==> config.mk <==
export PLATFORM = sky130hd
export DESIGN_NAME = ddr_ex_lfsr_lane
export DESIGN_NICKNAME = d
export VERILOG_FILES = /design/src/rtl/ddr_ex_pkg.sv /design/src/rtl/ddr_ex_lfsr_lane.sv
export SDC_FILE = /design/constraint.sdc
export NUM_CORES = 1
export LEC_CHECK = 0
export CAP_MARGIN = 10
export CORE_AREA = 5 5 42 44
export CTS_CLUSTER_SIZE = 14
export DETAILED_ROUTE_END_ITERATION = 12
export DIE_AREA = 0 0 47 49
export PLACE_DENSITY = 0.72
export SYNTH_ARGS = -nofsm -noshare
export SYNTH_HDL_FRONTEND = slang
export SYNTH_SLANG_ARGS = --single-unit
export TNS_END_PERCENT = 50
==> constraint.sdc <==
create_clock -name clk -period 1.2 [get_ports clk]
set_clock_uncertainty 0.15 [all_clocks]
set_input_delay 0.18 -clock clk [delete_from_list [all_inputs] [get_ports clk]]
set_output_delay 0.18 -clock clk [all_outputs]
set_load 0.05 [all_outputs]
==> src/rtl/ddr_ex_pkg.sv <==
// Shared definitions for the DDR example LFSR pattern generator/checker:
// LFSR step, seed fix-up and checker state encoding.
package ddr_ex_pkg;

  localparam logic [7:0] DEF_POLY = 8'h1D;

  typedef enum logic [1:0] {
    CHK_IDLE = 2'd0,
    CHK_HUNT = 2'd1,
    CHK_LOCK = 2'd2
  } chk_state_e;

  // Galois-style shift: drop bit 7, fold it back in through the tap mask.
  function automatic logic [7:0] lfsr_step(input logic [7:0] d, input logic [7:0] poly);
    return {d[6:0], 1'b0} ^ (d[7] ? poly : 8'h00);
  endfunction

  // An all-zero seed would lock the LFSR at zero forever.
  function automatic logic [7:0] seed_fix(input logic [7:0] s);
    return (s == 8'h00) ? 8'h01 : s;
  endfunction

endpackage

==> src/rtl/ddr_ex_lfsr_lane.sv <==
// One 8-bit generator lane: seed when disabled, else load, else step unless paused.
import ddr_ex_pkg::*;

module ddr_ex_lfsr_lane #(
  parameter logic [7:0] SEED = 8'h01,
  parameter logic [7:0] POLY = DEF_POLY
) (
  input  logic       clk,
  input  logic       reset,
  input  logic       enable,
  input  logic       load,
  input  logic       pause,
  input  logic [7:0] ldata,
  output logic [7:0] q
);

  // A loaded zero is kept as-is; only seeds are fixed up.
  always_ff @(posedge clk) begin
    if (reset || !enable) begin
      q <= SEED;
    end else if (load) begin
      q <= ldata;
    end else if (!pause) begin
      q <= lfsr_step(q, POLY);
    end
  end

endmodule

[After elaboration in Yosys (flattened, before gate mapping)]
Index checks and enable logic that the tools add are counted.
Storage, ports and cells
  memories kept: 0
  output and inout bits: 8
  register bits: 8
  bits in read-only memories: 0
  bits in writable memories: 0
  latch bits: 0
  word-level logic and storage cells: 8
  bits of input ports: 13
Operators by class
  $lt $le $gt $ge: 0
  mux-type cells: 3
  bitwise logic cells: 1
  eq/ne operators: 1
  shift-type cells: 0
  divide/modulo/power cells: 0
  multipliers: 0
  reduce and logical (&&, ||, !) cells: 2
  $add $sub $neg: 0
Operators by type and width (count)
  $mux W8: 2
  $xor A8 B5 Y8: 1
  $mux W5: 1
  $ne A2 B2 Y1 const B: 1
  $logic_not A1 Y1: 1
  $logic_or A1 B1 Y1: 1

[Logic depth before layout (Yosys ltp)]
Gate-level depths: netlist (run 1).
  word-level depth: 4
  mapped depth: 4
  depth with buffers taken out: 3

[Worst setup path before layout (run 1)]
Ideal clock, no wire load.
  path type: register -> register
  start point: register q[7]
  end point: register q[2]
  required time: 0.947 ns
  setup slack: -0.184 ns
  cell stages (with the launch flop): 4
  data arrival time: 1.130 ns
  buffers on the path: 0
  cells stage by stage: dfxtp_1 -> xor2_1 -> nor3_1 -> a2111oi_2
On the way
  word-level cells in the longest chain between the ends: 4
Ends and longest elaborated chain
  from (decl): RTL line ddr_ex_lfsr_lane.sv:14  | output logic [7:0] q
  from (signal assigned): RTL line ddr_ex_lfsr_lane.sv:22  | q <= ldata;
  from (signal assigned): RTL line ddr_ex_lfsr_lane.sv:24  | q <= lfsr_step(q, POLY);
  $mux W5: RTL line ddr_ex_pkg.sv:15  | return {d[6:0], 1'b0} ^ (d[7] ? poly : 8'h00);
  $xor A8 B5 Y8: RTL line ddr_ex_pkg.sv:15
  $mux W8: RTL line ddr_ex_lfsr_lane.sv:23  | end else if (!pause) begin
  $mux W8: RTL line ddr_ex_lfsr_lane.sv:21  | end else if (load) begin
No other way between the ends. The select of a mux whose other input is x is not followed.
A chain may end at the register's enable or synchronous reset.

[Worst setup path in the final report (run 1)]
  start point: register q[5]
  end point: output q[5]
No word-level cell between the ends.

==> impl_metrics.csv, run 1 <==
group,metric,value,unit
outcome,outcome,"finished clean",
timing,rsz0062_at_grt,"no",
job,cap_viol_max_count,0,
pwr,vdd_drop_max,556,uV
layout,top_register,"q",
critical_path,required,0.87,ns
drt,vias,397,
critical_path,cp_num_cells,1,
critical_path,rr_worst_depth,3,
clock_network,cts.sinks,8,
die,pin_count,21,
layout,diodes,0,
layout,area_growth,84.7,%
global_route,overflow,0,
die,rows,14,
synth,synth.avg_cell_area,10.5,um^2
placed_design,port_buffers,20,
placed_design,gp_congestion,0.707,
clock_network,h-tree-depth,1,
critical_path,endpoint_kind,"output port",
pwr,p_leak,0.344,nW
critical_path,path_delay_family,"flip-flops",
clock_network,cts_tree,"yes",
drt,drc,0,
die,die_h,49,um
critical_path,crit_end,"q[5]",
drt,wl,961,um
critical_path,path_buf_inv,1,
layout,layout.cells.non_filler,84,
placed_design,dp_cells,81,
critical_path,path_cells,"buf_12",
drt,ant_nets,0,
placed_design,post_dp_cell_area,782,um^2
critical_path,crit_path_top_delay_cell,"dfxtp_1",
timing,fin_crit_sh,0.940,
drt,firstDrtPassIters,4,
timing,slew_headroom,0.827,
synth,syn_area,440,um^2
timing,setup_viol,0,
critical_path,cp.arrival,0.80,ns
layout,fill_cells,134,
global_route,grt-busiest-layer,"met1",
timing,finalWorstSetupSlack,0.0717,ns
timing,fin_crit,1.13,ns
global_route,grt_pass1_vias,365,
die,die_x,47,um
synth,synth.distinct_cells,13,
layout,drive_gt1_frac,0.529,
global_route,met2_usage,0.124,
timing,clock.fmax,886,MHz
clock_network,post_cts_buffers,0,
critical_path,crit_path_max_fanout,3,
drt,wl_per_cell,11.4,um
global_route,grt_pass1_wl,1700,um
clock_network,cts_hold_buf,0,
clock_network,clk_path_buf_depth,2,
synth,yosysWarnings,0,
drt,viasPerCell,4.73,
layout,top_regs,"q (8)",
timing,worstMarginPinSlew,0.260,ns
critical_path,crit_path_start_kind,"register",
layout,largest_register_ffs,8,
critical_path,max_stage_delay,0.39,ns
global_route,grt_max_degree,9,
clock_network,cts_buffers,3,
global_route,track_usage,0.109,
global_route,antenna_found_initial,0,
layout,fin_area,813,um^2
pwr,power_density,893,nW/um^2
critical_path,crit_start,"q[5]",
clock_network,ctsResizeCount,3,
synth,synth_nets,55,
global_route,met1_usage,0.138,
timing,report.final.slew_viol_count,0,
die,die_area,2300,um^2
timing,whs,0.358,ns
layout,fin_util,0.580,
timing,hold_viol,0,
synth,synth_cells,42,
global_route,use_met3,0.0590,
die,core,1400,um^2
drt,detail_route.iter0.violations,4,
clock_network,insertion_delay,0.25,ns
die,initial_core_util,0.314,
synth,yosysSeqAreaShare,0.364,
clock_network,clkTransAtPathRegs,0.05,ns
min_path,hold_path.class,"input pin to register",
synth,synth_seq_cells,8,
clock_network,cts_root_buf,"clkbuf_4",
layout,fin_nets,83,
placed_design,pre_cts_ws,-0.437,ns
critical_path,critPathKind,"register to output port",
critical_path,r2r_start,"q[7]",
critical_path,timing.rr.end,"q[0]",
critical_path,regToRegSetupSlack,0.13,ns
[through the flow]
step / power [mW] / TNS (ns)
after floorplan: 0.409 / -0.204
after global placement: 0.527 / -2.86
after detailed placement: 0.529 / -3.07
after CTS: 0.741 / 0
after global routing: 0.777 / 0
final: 0.727 / 0
[power by group]
part / leakage, nW / total (mW) / switching [mW] / internal, mW
Combinational: 0.262 / 0.222 / 0.0924 / 0.130
Clock: 0.0138 / 0.207 / 0.0926 / 0.115
Sequential: 0.0680 / 0.298 / 0.0186 / 0.279
[how the worst min path moves through the flow]
| stage | start | end | slack, ns | depth (start not counted) |
|---|---|---|---|---|
| global route | load | q[4] | 0.36 | 4 |
| finish | load | q[3] | 0.36 | 4 |
| global placement | q[4] | q[4] | 0.41 | 2 |
| detailed placement | q[4] | q[4] | 0.42 | 2 |
| CTS | load | q[3] | 0.36 | 4 |
| floorplan | ldata[0] | q[0] | 0.16 | 2 |
[Yosys cell counts, drive strengths merged]
cell     instances  area (um^2)
dfxtp            8          160
nor2             7         33.8
mux2             5         56.3
mux2i            5         50.1
a2111oi          3         45.0
nor2b            3         18.8
nor3             3         15.0
xor2             3         26.3
buf              2         18.8
nand2b           2         12.5
clkbuf           1         3.75
[placed cells by master (no fill, tap or decap)]
master            n
nor2b_1           3
dfxtp_2           6
nor3_1            3
mux2i_1           5
nor2_2            3
buf_6             1
nand2b_1          1
clkdlybuf4s50_1  10
nor2_1            4
a2111oi_2         3
dfxtp_1           1
xor2_1            3
nand2b_2          1
dlygate4sd2_1     2
clkbuf_4          3
dfxtp_4           1
mux2_2            5
buf_12            9
buf_4             4
[layout make-up]
type / count / area [um^2] / share of cell area
multi-input combinational: 31 / 260 / 0.320
clock buffer: 3 / 22.5 / 0.0277
sequential: 8 / 171 / 0.211
tap: 16 / 20.0 / 0.0246
timing repair buffer: 26 / 339 / 0.417
[layer usage]
| layer | up-vias | routed length [um] |
|---|---|---|
| met1 | 177 | 370 |
| li1 | 200 | - |
| met2 | 16 | 453 |
| met4 | 0 | 33 |
| met5 | - | 0 |
| met3 | 4 | 104 |
[logic make-up (layout without fill, tap and decap cells)]
logic type,Yosys count,count (layout),share of synthesized area
XOR/XNOR,3,3,0.0597
AO/OA/AOI/OAI,3,3,0.102
AND/OR/NAND/NOR,15,15,0.182
buffers and inverters,3,29,0.0511
flip-flops,8,8,0.364
multiplexers,10,10,0.241
No activity file was read; power rests on OpenSTA's default activity.
==> inputs of run 2 (changes only) <==
Settings changed: CELL_PAD_IN_SITES_DETAIL_PLACEMENT set to 0, CELL_PAD_IN_SITES_GLOBAL_PLACEMENT set to 1, CORE_AREA 5 5 42 44 to unset, CORE_MARGIN set to 5, CORE_UTILIZATION set to 28, DIE_AREA 0 0 47 49 to unset, PLACE_DENSITY 0.72 to 0.8.
==> impl_metrics.csv, run 2 (same netlist as run 1, synthesis figures left out) <==
group,metric,value,unit
global_route,track_usage,0.0928,
timing,finalWorstSetupSlack,-0.0163,ns
pwr,power.total,0.729,mW
critical_path,crit_end,"q[7]",
critical_path,rr_worst_depth,4,
timing,hold_viol,0,
critical_path,crit_path_max_fanout,5,
drt,wl_per_cell,13.9,um
placed_design,dp_cells,80,
clock_network,cts_root_buf,"clkbuf_4",
critical_path,critPathKind,"register to output port",
critical_path,cp.arrival,0.89,ns
drt,firstDrtPassIters,1,
timing,clock.fmax,822,MHz
timing,setup_viol,1,
global_route,antenna_found_initial,0,
timing,rsz0062_at_grt,"yes",
outcome,outcome,"finished with violations",
placed_design,hpwl,824,um
outcome,failed_checks,"negative setup slack",
layout,drive_gt1_frac,0.536,
drt,ant_nets,0,
layout,fin_nets,84,
critical_path,crit_start,"q[7]",
critical_path,timing.rr.end,"q[4]",
placed_design,post_dp_cell_area,762,um^2
critical_path,crit_path_start_kind,"register",
die,die_area,2470,um^2
die,initial_core_util,0.292,
drt,wl,1180,um
critical_path,required,0.87,ns
timing,report.final.slew_viol_count,0,
global_route,grt_max_degree,11,
die,die_h,49.7,um
timing,slew_headroom,0.833,
die,die_x,49.7,um
pwr,power_density,867,nW/um^2
layout,area_growth,90.9,%
layout,fin_util,0.558,
layout,final_cell_mix,"clkdlybuf4s50_1, buf_12, mux2_2, mux2i_1",
die,pin_count,21,
clock_network,h-tree-depth,1,
drt,detail_route.iter0.violations,0,
timing,fin_crit,1.22,ns
placed_design,gp_congestion,0.650,
critical_path,endpoint_kind,"output port",
clock_network,clkTransAtPathRegs,0.05,ns
timing,fin_crit_sh,1.01,
layout,layout.cells.non_filler,85,
pwr,p_leak,0.358,nW
layout,largest_register_ffs,8,
min_path,hold_path.class,"input pin to register",
placed_design,port_buffers,20,
drt,drc,0,
critical_path,regToRegSetupSlack,0.01,ns
die,core,1510,um^2
global_route,grt_pass1_wl,1720,um
global_route,grt_pass1_vias,400,
die,rows,14,
drt,viasPerCell,4.68,
timing,worstMarginPinSlew,0.250,ns
pwr,vdd_drop_max,441,uV
layout,top_register,"q",
clock_network,insertion_delay,0.24,ns
critical_path,r2r_start,"q[7]",
clock_network,clk_path_buf_depth,2,
global_route,overflow,0,
layout,layout_commonest_cell,"clkdlybuf4s50_1",
drt,vias,398,
clock_network,cts.sinks,8,
job,cap_viol_max_count,0,
clock_network,cts_tree,"yes",
layout,diodes,0,
layout,fin_area,841,um^2
clock_network,cts_buffers,3,
layout,top_regs,"q (8)",
run 2: final cells by class:
class                           instances  area [um^2]
Clock buffer                            3         22.5
Timing Repair Buffer                   27          354
Sequential cell                         8          171
Multi-Input combinational cell         31          273
Fill cell                             135          666
Tap cell                               16         20.0
run 2: routing by layer:
| metal | wire length, um | global-route usage | vias up |
|---|---|---|---|
| li1 | - | - | 202 |
| met1 | 420 | 0.0906 | 183 |
| met2 | 671 | 0.150 | 11 |
| met3 | 67 | 0.0361 | 2 |
| met4 | 21 | 0.0786 | 0 |
| met5 | 0 | 0 | - |
run 2: what timing repair did:
item,CTS,global route
resized for setup,2,7
pin swaps,0,1
setup endpoints to repair,8,8
gates cloned,0,1
setup buffers,0,1
hold buffers,0,0
run 2: where the power goes:
group / total (mW) / internal, mW / leakage (nW) / switching [mW]
clock network: 0.202 / 0.114 / 0.0138 / 0.0877
logic: 0.231 / 0.132 / 0.275 / 0.0985
registers: 0.296 / 0.277 / 0.0682 / 0.0192
total: 0.729 / 0.523 / 0.358 / 0.205
run 2: through the flow:
stage	worst slack [ns]	hold WS, ns	TNS, ns
finish	-0.0163	0.260	-0.0163
CTS	0.00698	0.397	0
detailed placement	-0.427	0.415	-2.97
global placement	-0.405	0.411	-2.88
floorplan	-0.105	0.162	-0.204
global route	-0.0524	0.274	-0.144
run 2: worst min-delay path by stage:
stage	cells past startpoint	slack (ns)	from	end
after floorplan	2	0.16	ldata[0]	q[0]
after global placement	2	0.41	q[3]	q[3]
after detailed placement	2	0.41	q[2]	q[2]
after CTS	3	0.40	ldata[1]	q[1]
after global routing	4	0.27	load	q[2]
final	4	0.26	load	q[2]
run 2: critical path, stage by stage (launching register included):
cell and delay [ns]:
dfxtp_4 0.37, buf_12 0.13, buf_12 0.14
